<file path="config.mk">
export PLATFORM = sky130hd
export DESIGN_NAME = elevator_car_controller
export DESIGN_NICKNAME = d
export VERILOG_FILES = /design/src/rtl/elevator_car_controller.sv
export SDC_FILE = /design/constraint.sdc
export NUM_CORES = 1
export LEC_CHECK = 0
export ABC_AREA = 1
export CORE_AREA = 3 3 68 70
export CTS_BUF_LIST = sky130_fd_sc_hd__clkbuf_8
export DETAILED_ROUTE_END_ITERATION = 6
export DIE_AREA = 0 0 71 73
export MAX_ROUTING_LAYER = met4
export PLACE_DENSITY = 0.77
export SLEW_MARGIN = 40
export SYNTH_ARGS = -nofsm -noshare
export SYNTH_HDL_FRONTEND = slang
export SYNTH_SLANG_ARGS = --single-unit
export TNS_END_PERCENT = 100
</file>
<file path="constraint.sdc">
create_clock -name clk -period 3.54 [get_ports clk]
set_input_delay 0.885 -clock clk [delete_from_list [all_inputs] [get_ports clk]]
set_output_delay 0.885 -clock clk [all_outputs]
set_load 0.02 [all_outputs]
</file>
<file path="src/rtl/elevator_car_controller.sv">
// Elevator car controller: drives motor and door for one car serving floors 0..6.
// The car idles, travels floor by floor, and opens the door at requested floors.
//
// Ports:
//   clk              rising-edge clock
//   rst              synchronous active-high reset
//   queue_status     pending-call bitmap, bit n = floor n requested
//   queue_empty      no calls pending (from the direction resolver)
//   next_up_ndown    recommended direction from the resolver, 1 = up
//   current_floor    registered car position 0..6
//   current_up_ndown registered committed travel direction
//   motor_en         registered, high while the car is moving
//   motor_up_ndown   registered motor direction, tracks current_up_ndown
//   door_open        registered, high while the door is open
//   clear_req        registered one-hot pulse clearing the served floor's call
module elevator_car_controller #(
  parameter int unsigned FLOOR_TRAVEL_CYCLES = 16,
  parameter int unsigned DOOR_OPEN_CYCLES    = 8
) (
  input  logic       clk,
  input  logic       rst,
  input  logic [6:0] queue_status,
  input  logic       queue_empty,
  input  logic       next_up_ndown,
  output logic [2:0] current_floor,
  output logic       current_up_ndown,
  output logic       motor_en,
  output logic       motor_up_ndown,
  output logic       door_open,
  output logic [6:0] clear_req
);

  typedef enum logic [1:0] {
    IDLE,
    MOVE,
    DOOR_OPEN,
    DOOR_CLOSE
  } state_t;

  localparam logic [7:0] TRAVEL_LAST = 8'(FLOOR_TRAVEL_CYCLES - 1);
  localparam logic [7:0] DWELL_LAST  = 8'(DOOR_OPEN_CYCLES - 1);

  state_t     state;
  logic [7:0] travel_cnt;
  logic [7:0] dwell_cnt;

  logic [7:0] calls;
  logic [2:0] next_floor;
  logic       call_here;
  logic       call_next;
  logic       at_limit;

  function automatic logic [6:0] floor_onehot(input logic [2:0] f);
    logic [7:0] oh;
    oh = 8'd1 << f;
    return oh[6:0];
  endfunction

  always_comb begin
    // Padded to 8 bits so a 3-bit floor index is always in range.
    calls      = {1'b0, queue_status};
    next_floor = current_up_ndown ? current_floor + 3'd1 : current_floor - 3'd1;
    call_here  = calls[current_floor];
    call_next  = calls[next_floor];
    at_limit   = current_up_ndown ? (current_floor == 3'd6) : (current_floor == 3'd0);
  end

  always_ff @(posedge clk) begin
    if (rst) begin
      state            <= IDLE;
      current_floor    <= '0;
      current_up_ndown <= 1'b1;
      motor_en         <= 1'b0;
      motor_up_ndown   <= 1'b1;
      door_open        <= 1'b0;
      clear_req        <= '0;
      travel_cnt       <= '0;
      dwell_cnt        <= '0;
    end else begin
      clear_req <= '0;
      case (state)
        IDLE: begin
          if (call_here) begin
            state     <= DOOR_OPEN;
            door_open <= 1'b1;
            dwell_cnt <= '0;
            clear_req <= floor_onehot(current_floor);
          end else if (!queue_empty) begin
            state            <= MOVE;
            current_up_ndown <= next_up_ndown;
            motor_up_ndown   <= next_up_ndown;
            motor_en         <= 1'b1;
            travel_cnt       <= '0;
          end
        end

        MOVE: begin
          if (at_limit) begin
            // Nowhere to go in the committed direction: stop without moving.
            state      <= IDLE;
            motor_en   <= 1'b0;
            travel_cnt <= '0;
          end else if (travel_cnt == TRAVEL_LAST) begin
            travel_cnt    <= '0;
            current_floor <= next_floor;
            if (call_next) begin
              state     <= DOOR_OPEN;
              motor_en  <= 1'b0;
              door_open <= 1'b1;
              dwell_cnt <= '0;
              clear_req <= floor_onehot(next_floor);
            end else if (queue_empty) begin
              state    <= IDLE;
              motor_en <= 1'b0;
            end
          end else begin
            travel_cnt <= travel_cnt + 8'd1;
          end
        end

        DOOR_OPEN: begin
          // While clear_req is out, the queue has not yet dropped the bit it
          // is clearing, so the stale call is ignored for that one cycle.
          if (call_here && (clear_req == '0)) begin
            dwell_cnt <= '0;
            clear_req <= floor_onehot(current_floor);
          end else if (dwell_cnt == DWELL_LAST) begin
            state     <= DOOR_CLOSE;
            door_open <= 1'b0;
            dwell_cnt <= '0;
          end else begin
            dwell_cnt <= dwell_cnt + 8'd1;
          end
        end

        DOOR_CLOSE: begin
          if (call_here) begin
            state     <= DOOR_OPEN;
            door_open <= 1'b1;
            dwell_cnt <= '0;
            clear_req <= floor_onehot(current_floor);
          end else begin
            state <= IDLE;
          end
        end

        default: state <= IDLE;
      endcase
    end
  end

endmodule

</file>
==> results.yml <==
run_status:
  run_status: "finished, final reports clean"
place:
  dp_hpwl_mm: 3.75
  io_buffers: 24
  place_congestion: 1.00
timing:
  report.final.setup_viol: 0
  relSlewSlack_pct: 62.4
  rsz0062_at_grt: "false"
  hold_viol: 0
  maxSlewViolCount: 0
  fin_setup_tns_ps: 0
  clock.fmax_ghz: 0.367
  post-route-period-util_pct: 76.9
  min_period_ps: 2720
  tightest_slew_ps: 564
  skew_ps: 7.20
floorplanning:
  die_w_microns: 71
  core_sq_um: 4030
  pin_count: 25
  placementRows: 23
  start_util_pct: 55.3
  die-area_sq_um: 5180
  die_h_microns: 73
routing:
  wl_per_cell_microns: 12.0
  dr.pass1.iters: 4
  vias: 2179
  post_drt_via_cell_ratio: 5.20
  post-route-drc-count: 0
  final_antenna_net_count: 0
  finalWirelength_mm: 5.01
  drt_iter0_markers: 153
synth:
  synth.cell_area_sq_um: 2230
  yosys.area_share.simple_pct: 42.7
  synth_xor_xnor_area_share_pct: 1.97
  yosysTopAreaCellShare_pct: 27.8
  synthTopCellsByCount: "nand2_1 (94), nand3_1 (37), inv_1 (36)"
  synth_compound_area_share_pct: 10.7
  synthTopCellsByArea: "dfxtp_1 (28%), nand2_1 (16%), nand3_1 (8.3%)"
  synthDistinctLibCells: 33
  postSynthCellCount: 344
  synthAdderAreaFrac_pct: 7.07
  syn_area_per_cell_sq_um: 6.48
  synth_nets: 367
  ys_seq_area_share_pct: 27.8
  synth-seq-cells: 31
  yosysMostFrequentCell: "nand2_1"
  synth_enable_flop_cells: 0
  synth_top_family_by_area: "simple AND/OR/NAND/NOR gates"
  muxShareOfSynthArea_pct: 0
  netlist.top_cell.by_area: "dfxtp_1"
  synthArstFlopShare_pct: 0
  ys.flop_type: "dfxtp_1"
  yosysWarnings: 0
global_routing:
  grt_max_degree: 16
  track_usage_pct: 20.9
  gr-total-overflow: 0
  grt_pass1_vias: 1942
  antenna_found_initial: 0
  grt_pass1_wl_mm: 8.54
clock_tree:
  clk_latency_ps: 280
  h-tree-depth: 2
  cts_sinks: 31
  cts_root_buf: "clkbuf_8"
  cts_hold_buf: 0
  post_cts_buffers: 0
  cts-resized-gates: 0
  cts_buffers: 5
  path_clk_slew_ps: 70
  cts_tree: "done"
  clock_path_buffers: 2
final_layout:
  multi_input_area_sq_um: 1390
  fin_nets: 392
  area_growth_pct: 15.5
  diodes: 0
  ff_latch_area_sq_um: 621
  drive_gt1_share_pct: 11.7
  nFillCells: 397
critical_path:
  reg2regPathDepth: 13
  path_max_fanout: 14
  reg2reg_from: "current_floor[0]"
  end_kind: "register"
  cp_slowest_cell: "dfxtp_1"
  path_buf_inv: 3
  arrival_ps: 2900
  cp_top_family: "simple AND/OR/NAND/NOR gates"
  crit_path_cell_trace: "inv_4 -> fa_1 -> inv_1 -> nand2_1 -> nand3_1 -> nand2_2 -> nand2_2 -> nand2_2 -> nand3_2 -> inv_2 -> nand2_1 -> nand2_1 -> a21oi_1"
  crit_required_ps: 3720
  r2r-end: "dwell_cnt[0]"
  path_class: "reg2reg"
  crit_path_start_kind: "register"
  rrSetupSlack_ps: 820
  slowest_delay_ps: 620
worst_hold_path:
  min_path_cells: 2
  min_to: "door_open"
  hold_start: "door_open"
  hp-class: "reg2reg"
job:
  max_cap_violations: 0
power:
  ir_worst_vdd_v: 0.000394
  power.density_nw_per_um2: 540
  p_leak_nw: 1.14
  finalPower_mw: 1.39
==> logic make-up after synthesis <==
family	count (synthesis)
and+or+nand+nor	208
AOI/OAI and AO/OA	39
adders and majority gates	12
buffers and inverters	49
xor gates and xnor gates	5
DFF	31
==> power by group <==
part           internal, mW  switching [mW]
sequential            0.398          0.0423
combinational         0.216           0.448
clock                 0.152           0.134
==> routing by layer <==
layer | part of all wire, % | global-route usage (%) | vias up
met5 | 0 | - | -
met4 | 0.92 | 5.43 | 0
met3 | 3.9 | 4.41 | 4
met2 | 48 | 34.9 | 38
met1 | 47 | 25.6 | 983
li1 | - | - | 1154
==> state kept, by name, indices dropped and copies added (netlist names) <==
register	cells
travel_cnt	8
motor_up_ndown	1
state	2
clear_req	7
motor_en	1
dwell_cnt	8
current_floor	3
door_open	1
==> metrics by stage <==
step | cell area [sq um] | worst slack, ps | std cells | hold slack [ps] | utilization [%]
global route | 2570 | 577 | 419 | 488 | 63.9
floorplan | 2230 | 1190 | 344 | 464 | -
finish | 2570 | 817 | 419 | 462 | 63.9
detailed placement | 2490 | 830 | 412 | 454 | 61.7
global placement | 2490 | 893 | 412 | 457 | 61.7
CTS | 2570 | 828 | 419 | 468 | 63.9
==> placed cells by master, fill, tap and decap left out, drive strengths merged <==
cell           Yosys  layout
a21oi             25      25
nand2            107     107
clkinv             1       2
buf                4       1
inv               41      41
clkbuf             3       6
xor2               5       5
nor4               1       1
and3               1       1
nand3             39      39
nor3              18      18
nor2              37      37
fa                 1       1
a211oi             1       1
dfxtp             31      31
clkdlybuf4s50      0      24
o21ai             12      12
ha                11      11
or2                1       1
o311ai             1       1
nand4              4       4
==> how the worst max path moves through the flow <==
| stage | startpoint | endpoint | slack [ps] | cells past startpoint |
|---|---|---|---|---|
| final | current_floor[0] | dwell_cnt[0] | 820 | 13 |
| after global routing | current_floor[0] | dwell_cnt[1] | 580 | 13 |
| after CTS | current_floor[0] | dwell_cnt[0] | 830 | 13 |
| after detailed placement | current_floor[0] | dwell_cnt[0] | 830 | 13 |
| after global placement | queue_status[6] | dwell_cnt[0] | 890 | 12 |
| after floorplan | current_floor[0] | door_open | 1190 | 14 |
==> tightest hold or removal path, delay by kind of cell (launching register included) <==
| family | cells | cell delay, ps |
|---|---|---|
| flops | 1 | 320 |
| compound gates | 2 | 100 |
==> area by class of cell <==
class | count | share of cell area (%)
repair buffers | 25 | 9.63
inverters | 42 | 6.32
clock buffers | 6 | 3.21
clock inverters | 1 | 0.194
well taps | 50 | 2.43
multi-input cells | 264 | 54.1
flip-flops and latches | 31 | 24.1
Note: power is estimated with default switching activity, not from simulation.
